$ cat src/rtl/cache_fill_ctrl_pkg.sv
// Shared types and block geometry for the cache fill controller slice.
package cache_pkg;

  typedef enum logic {
    IDLE = 1'b0,
    FILL = 1'b1
  } state_t;

  localparam int WORDS_PER_BLOCK   = 8;
  localparam int WORD_BYTES        = 2;
  localparam int BLOCK_OFFSET_BITS = $clog2(WORD_BYTES * WORDS_PER_BLOCK);
  localparam int CNT_W             = $clog2(WORDS_PER_BLOCK);

endpackage

$ cat src/rtl/cache_fill_ctrl_if.sv
// Signals between the fill controller, the pipeline/cache arrays and the memory model.
interface cache_fill_ctrl_if #(
  parameter int ADDR_WIDTH = 16
);

  // Handshakes: store_req is held with store_addr/store_data stable until the
  // single-cycle store_ack, and the store is transferred in that ack cycle.
  // mem_enable has no ready: memory takes a request in every cycle it is high
  // and returns reads in issue order, one per memory_data_valid cycle.
  logic                  miss_detected;
  logic [ADDR_WIDTH-1:0] miss_address;
  logic                  store_req;
  logic [ADDR_WIDTH-1:0] store_addr;
  logic [15:0]           store_data;
  logic                  memory_data_valid;
  logic [15:0]           memory_data;
  logic                  fsm_busy;
  logic                  store_ack;
  logic                  mem_enable;
  logic                  mem_wr;
  logic [ADDR_WIDTH-1:0] mem_addr;
  logic [15:0]           mem_data_in;
  logic                  write_data_array;
  logic                  write_tag_array;
  logic [ADDR_WIDTH-1:0] fill_addr;
  logic [15:0]           fill_data;

  modport master (
    input  miss_detected, miss_address, store_req, store_addr, store_data,
           memory_data_valid, memory_data,
    output fsm_busy, store_ack, mem_enable, mem_wr, mem_addr, mem_data_in,
           write_data_array, write_tag_array, fill_addr, fill_data
  );

  modport slave (
    output miss_detected, miss_address, store_req, store_addr, store_data,
           memory_data_valid, memory_data,
    input  fsm_busy, store_ack, mem_enable, mem_wr, mem_addr, mem_data_in,
           write_data_array, write_tag_array, fill_addr, fill_data
  );

endinterface

$ cat src/rtl/cache_fill_ctrl_block_word_counter.sv
// Word index within a cache block; wrap flags the increment out of the last word.
module block_word_counter
  import cache_pkg::*;
#(
  parameter int WIDTH = CNT_W
) (
  input  logic             clk,
  input  logic             rst,
  input  logic             inc,
  input  logic             clr,
  output logic [WIDTH-1:0] count,
  output logic             wrap
);

  always_ff @(posedge clk or negedge rst) begin
    if (!rst) begin
      count <= '0;
    end else if (clr) begin
      count <= '0;
    end else if (inc) begin
      count <= count + WIDTH'(1);
    end
  end

  assign wrap = inc && (count == {WIDTH{1'b1}});

endmodule

$ cat src/rtl/cache_fill_ctrl.sv
// Block fill on miss plus write-through stores from IDLE; sole initiator on the memory port.
module cache_fill_ctrl #(
  parameter int ADDR_WIDTH      = 16,
  parameter int WORDS_PER_BLOCK = cache_pkg::WORDS_PER_BLOCK
) (
  input  logic              clk,
  input  logic              rst,
  cache_fill_ctrl_if.master bus,
  output cache_pkg::state_t state_dbg
);

  localparam int CW       = $clog2(WORDS_PER_BLOCK);
  localparam int OFF_BITS = $clog2(cache_pkg::WORD_BYTES * WORDS_PER_BLOCK);
  localparam logic [ADDR_WIDTH-1:0] BLOCK_MASK =
    {{(ADDR_WIDTH-OFF_BITS){1'b1}}, {OFF_BITS{1'b0}}};

  cache_pkg::state_t     state_q, state_d;
  logic [ADDR_WIDTH-1:0] base_q;
  logic                  req_done_q;
  logic [CW-1:0]         req_cnt, rsp_cnt;
  logic                  in_fill, req_inc, rsp_inc, cnt_clr, req_wrap, rsp_wrap;

  // base is block-aligned, so adding the word offset never carries out of the block.
  function automatic logic [ADDR_WIDTH-1:0] word_addr(input logic [CW-1:0] idx);
    return base_q + ADDR_WIDTH'({idx, 1'b0});
  endfunction

  assign in_fill   = (state_q == cache_pkg::FILL);
  assign req_inc   = in_fill && !req_done_q;
  assign rsp_inc   = in_fill && bus.memory_data_valid;
  assign cnt_clr   = !in_fill || rsp_wrap;
  assign state_dbg = state_q;

  block_word_counter #(.WIDTH(CW)) u_req_cnt (
    .clk(clk), .rst(rst), .inc(req_inc), .clr(cnt_clr), .count(req_cnt), .wrap(req_wrap)
  );

  block_word_counter #(.WIDTH(CW)) u_rsp_cnt (
    .clk(clk), .rst(rst), .inc(rsp_inc), .clr(cnt_clr), .count(rsp_cnt), .wrap(rsp_wrap)
  );

  always_ff @(posedge clk or negedge rst) begin
    if (!rst) begin
      state_q    <= cache_pkg::IDLE;
      base_q     <= '0;
      req_done_q <= 1'b0;
    end else begin
      state_q <= state_d;
      if (!in_fill && bus.miss_detected) begin
        base_q <= bus.miss_address & BLOCK_MASK;
      end
      if (cnt_clr) begin
        req_done_q <= 1'b0;
      end else if (req_wrap) begin
        req_done_q <= 1'b1;
      end
    end
  end

  always_comb begin
    state_d              = state_q;
    bus.fsm_busy         = 1'b0;
    bus.store_ack        = 1'b0;
    bus.mem_enable       = 1'b0;
    bus.mem_wr           = 1'b0;
    bus.mem_addr         = '0;
    bus.mem_data_in      = '0;
    bus.write_data_array = 1'b0;
    bus.write_tag_array  = 1'b0;
    bus.fill_addr        = '0;
    bus.fill_data        = '0;
    case (state_q)
      cache_pkg::IDLE: begin
        // A miss wins; a concurrent store keeps waiting until the fill is done.
        if (bus.miss_detected) begin
          state_d = cache_pkg::FILL;
        end else if (bus.store_req) begin
          bus.mem_enable  = 1'b1;
          bus.mem_wr      = 1'b1;
          bus.mem_addr    = bus.store_addr;
          bus.mem_data_in = bus.store_data;
          bus.store_ack   = 1'b1;
        end
      end
      cache_pkg::FILL: begin
        bus.fsm_busy = 1'b1;
        if (!req_done_q) begin
          bus.mem_enable = 1'b1;
          bus.mem_addr   = word_addr(req_cnt);
        end
        if (bus.memory_data_valid) begin
          bus.write_data_array = 1'b1;
          bus.fill_addr        = word_addr(rsp_cnt);
          bus.fill_data        = bus.memory_data;
        end
        if (rsp_wrap) begin
          bus.write_tag_array = 1'b1;
          state_d             = cache_pkg::IDLE;
        end
      end
      default: state_d = cache_pkg::IDLE;
    endcase
  end

endmodule

$ cat src/flat_wrapper.sv
// flat-port wrapper written by rule: the top's interface ports become plain ports
module cache_fill_ctrl_flat 
#(
  parameter int ADDR_WIDTH      = 16,
  parameter int WORDS_PER_BLOCK = cache_pkg::WORDS_PER_BLOCK
)
  (clk, rst, state_dbg, bus_miss_detected, bus_miss_address, bus_store_req, bus_store_addr, bus_store_data, bus_memory_data_valid, bus_memory_data, bus_fsm_busy, bus_store_ack, bus_mem_enable, bus_mem_wr, bus_mem_addr, bus_mem_data_in, bus_write_data_array, bus_write_tag_array, bus_fill_addr, bus_fill_data);
  cache_fill_ctrl_if #(.ADDR_WIDTH(ADDR_WIDTH)) bus_i ();
  input  logic clk;
  input  logic rst;
  output cache_pkg::state_t state_dbg;
  input wire logic [$bits(bus_i.miss_detected)-1:0] bus_miss_detected;
  input wire logic [$bits(bus_i.miss_address)-1:0] bus_miss_address;
  input wire logic [$bits(bus_i.store_req)-1:0] bus_store_req;
  input wire logic [$bits(bus_i.store_addr)-1:0] bus_store_addr;
  input wire logic [$bits(bus_i.store_data)-1:0] bus_store_data;
  input wire logic [$bits(bus_i.memory_data_valid)-1:0] bus_memory_data_valid;
  input wire logic [$bits(bus_i.memory_data)-1:0] bus_memory_data;
  output wire logic [$bits(bus_i.fsm_busy)-1:0] bus_fsm_busy;
  output wire logic [$bits(bus_i.store_ack)-1:0] bus_store_ack;
  output wire logic [$bits(bus_i.mem_enable)-1:0] bus_mem_enable;
  output wire logic [$bits(bus_i.mem_wr)-1:0] bus_mem_wr;
  output wire logic [$bits(bus_i.mem_addr)-1:0] bus_mem_addr;
  output wire logic [$bits(bus_i.mem_data_in)-1:0] bus_mem_data_in;
  output wire logic [$bits(bus_i.write_data_array)-1:0] bus_write_data_array;
  output wire logic [$bits(bus_i.write_tag_array)-1:0] bus_write_tag_array;
  output wire logic [$bits(bus_i.fill_addr)-1:0] bus_fill_addr;
  output wire logic [$bits(bus_i.fill_data)-1:0] bus_fill_data;
  assign bus_i.miss_detected = bus_miss_detected;
  assign bus_i.miss_address = bus_miss_address;
  assign bus_i.store_req = bus_store_req;
  assign bus_i.store_addr = bus_store_addr;
  assign bus_i.store_data = bus_store_data;
  assign bus_i.memory_data_valid = bus_memory_data_valid;
  assign bus_i.memory_data = bus_memory_data;
  assign bus_fsm_busy = bus_i.fsm_busy;
  assign bus_store_ack = bus_i.store_ack;
  assign bus_mem_enable = bus_i.mem_enable;
  assign bus_mem_wr = bus_i.mem_wr;
  assign bus_mem_addr = bus_i.mem_addr;
  assign bus_mem_data_in = bus_i.mem_data_in;
  assign bus_write_data_array = bus_i.write_data_array;
  assign bus_write_tag_array = bus_i.write_tag_array;
  assign bus_fill_addr = bus_i.fill_addr;
  assign bus_fill_data = bus_i.fill_data;
  cache_fill_ctrl #(.ADDR_WIDTH(ADDR_WIDTH), .WORDS_PER_BLOCK(WORDS_PER_BLOCK)) u_core (.clk(clk), .rst(rst), .bus(bus_i), .state_dbg(state_dbg));
endmodule
$ cat config.mk
export PLATFORM = sky130hd
export DESIGN_NAME = cache_fill_ctrl_flat
export DESIGN_NICKNAME = d
export VERILOG_FILES = /design/src/rtl/cache_fill_ctrl_pkg.sv /design/src/rtl/cache_fill_ctrl_if.sv /design/src/rtl/cache_fill_ctrl_block_word_counter.sv /design/src/rtl/cache_fill_ctrl.sv /design/src/flat_wrapper.sv
export SDC_FILE = /design/constraint.sdc
export NUM_CORES = 1
export LEC_CHECK = 0
export BUFFER_PORTS_ARGS = -buffer_cell sky130_fd_sc_hd__buf_4
export CORE_UTILIZATION = 40
export CTS_BUF_LIST = sky130_fd_sc_hd__clkbuf_16
export CTS_CLUSTER_DIAMETER = 40
export DETAILED_ROUTE_END_ITERATION = 6
export PLACE_DENSITY_LB_ADDON = 0.2
export RECOVER_POWER = 50
export SLEW_MARGIN = 25
export SYNTH_ARGS = -nofsm -noshare
export SYNTH_HDL_FRONTEND = slang
export SYNTH_HIERARCHICAL = 1
export SYNTH_SLANG_ARGS = --single-unit
$ cat constraint.sdc
create_clock -name clk -period 2.8 [get_ports clk]
set_input_delay 0.28 -clock clk [delete_from_list [all_inputs] [get_ports clk]]
set_output_delay 0.28 -clock clk [all_outputs]
set_load 0.03 [all_outputs]
* Word level (Yosys, flattened, before mapping)
Index checks and enable logic that the tools add are counted.
** Storage, ports and cells
- Flip-flop bits (word level) :: 20
- Input port bits :: 69
- Output and inout bits :: 71
- Logic and storage cells :: 53
** Cells by class
- $add $sub $neg :: 4
- Eq/ne operators :: 2
- Multiplexer cells :: 30
- Bitwise gates (word level) :: 1
- Reductions and logical operators :: 11
** Operators with widths (number)
- 2-to-1 mux 16 bit :: 10
- adder 16 x 4 -> 16 bit :: 2
- case mux 16 bit (2 select lines) :: 1
- 2-to-1 mux 1 bit :: 13
- 2-to-1 mux 3 bit :: 4
- adder 3 x 1 -> 3 bit (second input constant) :: 2
- equality test 3 bit (second input constant) :: 2
- nonzero test 2 bit :: 3
- logical AND 1 bit :: 5
- case mux 1 bit (2 select lines) :: 2
- zero test 1 bit :: 2
- logical OR 1 bit :: 1
- NOT 1 bit :: 1

* Logic depth before layout (Yosys ltp)
Gate-level depths: netlist (run 1).
- Word-level depth :: 5
- Mapped depth :: 6
- Depth with buffers taken out :: 5

* Cells and area by module
The synthesis (run 1) kept the hierarchy.
** By module, submodules not included
- cache_fill_ctrl :: instances 1, cells an instance 142, area each 1241.2 um^2, sequential area each 350.3 um^2
- block_word_counter :: instances 2, cells an instance 12, area each 147.6 um^2, sequential area each 75.1 um^2

* Worst setup path before layout (run 1)
No wires, ideal clock.
- Path type :: register to output
- From :: reg u_core.state_q, in the netlist u_core/state_dbg
- To :: out bus_write_tag_array
- Arrival :: 1.949 ns
- Data required time :: 2.520 ns
- Slack :: 0.571 ns
- Cell stages (with the launch flop) :: 6
- Path buffers :: 2
- Path through :: dfrtp_1 -> buf_6 -> buf_4 -> and2_1 -> and2_2 -> and2_1
** Between the ends
- Longest elaborated chain between the ends :: 4
** Ends and longest elaborated chain
- start, declared :: line cache_fill_ctrl.sv:17 : cache_pkg::state_t state_q, state_d;
- start signal, assigned :: line cache_fill_ctrl.sv:44 : state_q <= cache_pkg::IDLE;
- start signal, assigned :: line cache_fill_ctrl.sv:48 : state_q <= state_d;
- logical AND 1 bit :: line cache_fill_ctrl.sv:30 : assign rsp_inc = in_fill && bus.memory_data_valid;
- logical AND 1 bit :: line cache_fill_ctrl_block_word_counter.sv:25 : assign wrap = inc && (count == {WIDTH{1'b1}});
- net u_core.rsp_wrap :: line cache_fill_ctrl.sv:21 : logic in_fill, req_inc, rsp_inc, cnt_clr, req_wrap, rsp_wrap;
- 2-to-1 mux 1 bit :: line cache_fill_ctrl.sv:96 : if (rsp_wrap) begin
- 2-to-1 mux 1 bit :: line cache_fill_ctrl.sv:72 : case (state_q)
- end, declared :: line flat_wrapper.sv:26 : output wire logic [$bits(bus_i.write_tag_array)-1:0] bus_write_tag_array;
The timed path passes the listed nets, and every way through them passes these cells.

* Worst setup path after layout (run 1)
Same ends and word-level chain as after synthesis.

==> summary.txt, run 1 <==
Die
  – IO Count: 140
  – Die width: 64.0 µm
  – Core Area: 0.00366 mm²
  – Initial Utilization: 0.420
  – Die area: 0.00409 mm²
  – Die Y-Extent: 64.0 µm
  – Row count: 22

Final layout
  – Fillcell total: 352
  – Ant. Diodes: 0
  – Final nets: 364
  – Most frequent cells in the layout: 120 x buf_4, 31 x and3_1, 19 x dfrtp_1, 18 x and2_1, 15 x clkbuf_1
  – Commonest non-fill, non-tap cell in the layout: buf_4
  – Area Growth Syn to Fin: 62.9%
  – Fin area: about 0.0025 mm²
  – Layout cells sized above 1: 0.479

Pwr
  – Combinational power share: 0.626
  – Maximum VDD drop: 0.474 mV
  – PwrDens: roughly 950 mW/mm²
  – Sw Share: 0.476
  – Clock Power Share: 0.122
  – P_int: 1.25 mW
  – Seq pwr share: 0.251
  – Sw power: between 1 and 1.5 mW
  – LEAKAGE: 1.42 nW

STA
  – Final Max Tran Viols: 0
  – Final setup violation count: 0
  – Unrepaired setup endpoints after global routing: false
  – Period minus WS final: about 2.1 ns
  – F_max: 470 MHz
  – Headroom to the max-slew limit: 0.250
  – Final Hold Viols: 0
  – Final WS setup: 0.672 ns
  – Worst clock skew: 0.00277 ns
  – Part of the cycle the worst path needs: 0.760
  – Worst-Margin Slew: 1.12 ns
  – Setup TNS: 0 ns

Placed design
  – DP Area: around 0.0025 mm²
  – Dpl hpwl: 3420 µm
  – Setup slack at placement: 0.987 ns
  – PortBufs: 134
  – GPL Wtd Cong: 0.682

Setup path
  – CP endpoint kind: output port
  – CP bufs+invs: 1
  – Crit path DAT: 1.85 ns
  – Crit start category: register
  – Slowest-stage cell, CP: dfrtp_2
  – Required @ worst endpoint: 2.52 ns
  – Cell family with most CP delay: simple AND/OR/NAND/NOR gates
  – Crit Path Class: register to output port
  – CP cell instances: and2_0, and2_2, and2_1, buf_4
  – Largest fanout on the critical path: 33
  – CP peak stage delay: 0.69 ns
  – Flop2flop setup slack: just over 0.7 ns

Drt
  – Vias: about 1700
  – Average wire per standard cell: 13.3 µm
  – Drt pass-1 iters: 4
  – Vias per inst: 5.01
  – Wire length on met3: a little under 500 µm
  – M1 WL: between 1500 and 2000 µm
  – Post-DRT Antenna Nets: 0
  – Top sig layer: met4
  – First DRT Iteration DRCs: 32
  – Post-Route WL: 4480 µm
  – Routed length on met2: between 2000 and 2500 µm
  – Residual DRC count: 0

Yosys
  – Yosys warns: 6
  – Mapped Cells: 166
  – Post-synth EDFFs: 0
  – Top_reg_cell synth: dfrtp_1
  – Count of cell types in the netlist: 25
  – Sequential share of the synthesized area: 0.326
  – Syn_nets: 239
  – Post-Syn Area: 0.00154 mm²
  – Ys async rst share: 1.00
  – Synth Area per Inst: roughly 9.3 µm²
  – Number of synthesized register bits: 20

Clock network
  – Clock tree buffer depth: 2
  – Clock root buffer: clkbuf_16
  – CTS tree: built
  – Clock transition at path regs: 0.06 ns
  – Clk sinks: 20
  – H-tree depth: 1
  – Resized cells post-CTS: 0
  – Clk_lat worst skew: 0.25 ns
  – Num CTS Buffers: 3

Global route
  – Gr usage total: 0.224
  – Largest net degree at the start of global routing: 34
  – Number of global-route vias before repair: 1639
  – First-pass GRT wire length: around 7000 µm
  – Final global-route overflow total: 0
  – Initial antenna violation count: 0

Hold path
  – Hold crit path type: input port to register

Job
  – Max Cap Viol: 0

Run status
  – Status: completed
==> cell families after synthesis <==
family / Yosys count / share of synthesized area
compound gates: 15 / 0.0888
xor+xnor: 2 / 0.0114
fa+ha+maj: 4 / 0.0326
buf+inv: 28 / 0.0936
flops: 20 / 0.326
mux: 16 / 0.138
other cells: 1 / 0.00244
simple gates: 80 / 0.307
==> what timing repair did <==
action,CTS,global route
hold endpoints to repair,20,0
setup buffers,0,0
hold buffers,1,0
==> metal layers <==
layer	up-vias	track usage
li1	824	-
met1	771	0.239
met2	98	0.423
met3	2	0.0607
met4	0	0.0682
met5	-	0
==> sequential cells by signal, summed over array words and instances (netlist names) <==
register / count
u_core/u_rsp_cnt/count: 3
u_core/state_dbg: 1
u_core/u_req_cnt/count: 3
u_core/req_done_q: 1
u_core/base_q: 12
==> power by group through the flow <==
stage,registers (mW),logic [mW],clock network (mW)
finish,0.600,1.49,0.292
global route,0.623,1.61,0.313
detailed placement,0.602,1.59,0
CTS,0.602,1.59,0.295
floorplan,0.530,1.12,0
global placement,0.599,1.56,0
==> worst paths after layout <==
check / startpoint / endpoint / depth (start not counted)
worst min-delay path: bus_miss_address[7] / u_core/base_q[7] / 2
max in group asynchronous: rst / u_core/state_dbg / 2
min in group asynchronous: rst / u_core/base_q[12] / 2
worst max-delay path: u_core/state_dbg / bus_write_tag_array / 4
worst max register to register: u_core/state_dbg / u_core/base_q[9] / 2
worst min register to register: u_core/base_q[4] / u_core/base_q[4] / 1
==> worst register-to-register path: stages, from the launching register on <==
cell	delay (ns)
dfrtp_2	0.60
nor2b_1	0.94
mux2_2	0.43
==> metrics by stage <==
stage / std cells / power (mW) / hold WS [ns] / utilization
floorplan: 166 / 1.65 / -0.0156 / -
global placement: 333 / 2.16 / 0.173 / 0.686
detailed placement: 333 / 2.19 / 0.175 / 0.686
CTS: 338 / 2.49 / 0.257 / 0.711
global route: 338 / 2.55 / 0.257 / 0.684
finish: 338 / 2.38 / 0.262 / 0.684
==> final cells by class <==
| cell class | count | area (µm²) | share of cell area |
|---|---|---|---|
| Tap cell | 48 | 60.1 | 0.0240 |
| Inverter | 12 | 45.0 | 0.0180 |
| Clock buffer | 3 | 75.1 | 0.0300 |
| Clock inverter | 1 | 3.75 | 0.00150 |
| Sequential cell | 20 | 502 | 0.200 |
| Timing Repair Buffer | 136 | 967 | 0.386 |
| Multi-Input combinational cell | 118 | 851 | 0.340 |
==> synthesized netlist by cell type, types with 2 or more instances <==
| cell type | n | area share |
|---|---|---|
| inv_1 | 12 | 0.029 |
| and2_2 | 2 | 0.0098 |
| clkbuf_1 | 7 | 0.017 |
| dfrtp_1 | 20 | 0.33 |
| mux2_2 | 2 | 0.015 |
| o32ai_1 | 11 | 0.063 |
| buf_6 | 2 | 0.015 |
| xnor2_1 | 2 | 0.011 |
| ha_1 | 4 | 0.033 |
| nor2_1 | 10 | 0.024 |
| and2_1 | 19 | 0.077 |
| mux2_4 | 10 | 0.098 |
| buf_4 | 6 | 0.029 |
| nand2b_1 | 2 | 0.0081 |
| nand2_1 | 11 | 0.027 |
| a32o_1 | 4 | 0.026 |
| and3_1 | 31 | 0.13 |
| mux2i_1 | 4 | 0.026 |
No activity file was read; power rests on OpenSTA's default activity.
==> run 2, diff against run 1 <==
CORE_UTILIZATION = 37   (was 40)
clock period = 2 ns   (was 2.8 ns; I/O delays follow)
==> run 2 against run 1 <==
Against the previous run:
- first-iteration DRC count decreased by 9.4%
- global-route usage shrank 1.9 points
- via count shrank 1.5%
- cell area grew 1.2%
- register-to-register slack got worse by 0.37 ns
- sequential cell count is the same
- cell count increased by 1.8%
- die area grew 7.9%
- combinational power rose by 45%
- count of clock-buffer cells in the layout stayed put
- clock skew shrank 0.0016 ns
- non-clock buffer count rose by 4
- critical endpoint is now bus_mem_addr[4]
==> summary.txt, run 2 (synthesis gave the netlist of run 1 again) <==
Hold path
  – Cell count of the worst hold path: 2
  – Hold crit path type: input port to register
  – Hold Crit Start: bus_miss_address[4]
  – Worst Hold Path EP: u_core/base_q[4]

Final layout
  – Fin area: 0.00253 mm²
  – Layout Cells excl Fill: ~340
  – Footprint of the multi-input gates: 853 µm²
  – Fillcell total: about 390
  – Commonest non-fill, non-tap cell in the layout: buf_4
  – Largest Register: u_core/base_q
  – Largest register FFs: 12
  – Reg area: 502 µm²
  – Ant. Diodes: 0
  – Area Growth Syn to Fin: 65.0%
  – Most frequent cells in the layout: 123 x buf_4, 31 x and3_1, 19 x and2_1, 19 x dfrtp_1, 16 x clkbuf_1
  – Largest registers: u_core/base_q: 12 flops, u_core/u_req_cnt/count: 3 flops, u_core/u_rsp_cnt/count: 3 flops
  – Final nets: 368
  – Layout cells sized above 1: 0.459

Drt
  – Residual DRC count: 0
  – Post-Route WL: approximately 4600 µm
  – First DRT Iteration DRCs: 29
  – Top sig layer: met4
  – Drt pass-1 iters: 5
  – Post-DRT Antenna Nets: 0
  – Vias per inst: 4.85
  – Wire length on met3: about 300 µm
  – Average wire per standard cell: 13.5 µm
  – Vias: between 1500 and 2000
  – Routed length on met2: 2370 µm
  – M1 WL: between 1500 and 2000 µm

Setup path
  – Flop2flop setup slack: 0.34 ns
  – Cell family with most CP delay: flip-flops
  – Worst R2R Path Depth: 2
  – Required @ worst endpoint: 1.80 ns
  – Crit start category: register
  – R2r endpoint: u_core/base_q[5]
  – Cell mode on critical path: buf_4
  – CP peak stage delay: approximately 0.62 ns
  – Crit path DAT: 1.67 ns
  – Critical R2R Launch: u_core/state_dbg
  – Largest fanout on the critical path: 26
  – CP bufs+invs: 2
  – CP endpoint kind: output port
  – CP cell instances: buf_4, nand2_1, o32ai_1, buf_4
  – Slowest-stage cell, CP: dfrtp_2
  – Crit Path Class: register to output port

Pwr
  – LEAKAGE: 1.44 nW
  – PwrDens: approximately 1300 mW/mm²
  – Maximum VDD drop: 0.804 mV

STA
  – Final setup violation count: 0
  – F_max: 535 MHz
  – Worst-Margin Slew: 1.09 ns
  – Final Max Tran Viols: 0
  – Part of the cycle the worst path needs: 0.934
  – Worst clock skew: 0.00119 ns
  – Period minus WS final: 1.87 ns
  – Headroom to the max-slew limit: 0.273
  – Final Hold Viols: 0
  – Setup TNS: 0 ns
  – Unrepaired setup endpoints after global routing: false

Placed design
  – Inst Count DP: 339
  – GPL Wtd Cong: just over 0.7
  – PortBufs: 134
  – DP Area: 0.00254 mm²
  – Dpl hpwl: 3490 µm

Die
  – Die width: about 66 µm
  – Initial Utilization: 0.384
  – Core Area: 0.00400 mm²
  – Row count: 23
  – Die Y-Extent: 66.4 µm
  – Die area: around 0.0044 mm²
  – IO Count: 140

Global route
  – Initial antenna violation count: 0
  – Final global-route overflow total: 0
  – Number of global-route vias before repair: 1526
  – First-pass GRT wire length: 6930 µm
  – Gr usage total: 0.205
  – Largest net degree at the start of global routing: 32

Clock network
  – Clock root buffer: clkbuf_16
  – CTS tree: built
  – Clock transition at path regs: 0.05 ns
  – Clk_lat worst skew: between 0.2 and 0.3 ns
  – H-tree depth: 1
  – Post-CTS setup repair buffer count: 0
  – Resized cells post-CTS: 0
  – Clk sinks: 20
  – Num CTS Buffers: 3
  – Clock tree buffer depth: 2
  – # hold bufs at CTS: 1

Run status
  – Status: completed

Job
  – Max Cap Viol: 0
[run 2: cell count changes in the layout (fill, tap and decap cells not counted)]
cell	delta
mux2_2	-8
clkbuf_1	+1
nor2b_1	-1
nor2b_2	+1
and2_0	-1
mux2_1	+8
and2_1	+1
buf_4	+3
[run 2: layout make-up]
class	count	share of cell area
clock buffers	3	0.0296
well taps	50	0.0247
flip-flops and latches	20	0.198
clock inverters	1	0.00148
multi-input cells	118	0.337
repair buffers	140	0.392
inverters	12	0.0178
[run 2: report_power, final]
group	total, mW	switching (mW)	internal (mW)
clock network	0.408	0.142	0.266
registers	0.788	0.180	0.608
logic	2.16	1.27	0.890
total	3.35	1.59	1.76
[run 2: worst max-delay path by stage]
stage | slack, ns | end | cells past startpoint | startpoint
2_1_floorplan | 0.003 | u_core/state_dbg | 6 | u_core/state_dbg
3_3_place_gp | 0.38 | bus_write_tag_array | 4 | u_core/state_dbg
3_5_place_dp | 0.36 | bus_mem_addr[4] | 4 | u_core/state_dbg
4_1_cts | 0.09 | bus_write_tag_array | 4 | u_core/state_dbg
5_1_grt | 0.03 | bus_write_tag_array | 4 | u_core/state_dbg
6_report | 0.13 | bus_mem_addr[4] | 4 | u_core/state_dbg
[run 2: worst register-to-register path: cells and delay by family, from the launching register on]
kind	cells	cell delay, ns
multiplexers	1	0.40
AND/OR/NAND/NOR	1	0.58
flip-flops	1	0.56
[run 2: metrics by stage]
| stage | hold slack (ns) | total power, mW | util | worst slack [ns] |
|---|---|---|---|---|
| global placement | 0.0972 | 3.05 | 0.636 | 0.383 |
| detailed placement | 0.0965 | 3.08 | 0.636 | 0.364 |
| floorplan | -0.0956 | 2.31 | - | 0.00294 |
| global route | 0.171 | 3.56 | 0.634 | 0.0280 |
| CTS | 0.174 | 3.52 | 0.658 | 0.0888 |
| finish | 0.168 | 3.35 | 0.634 | 0.132 |
[run 2: layer usage]
layer	vias up	track usage
li1	824	-
met2	68	0.369
met4	0	0.0319
met5	-	0
met3	2	0.0448
met1	775	0.252
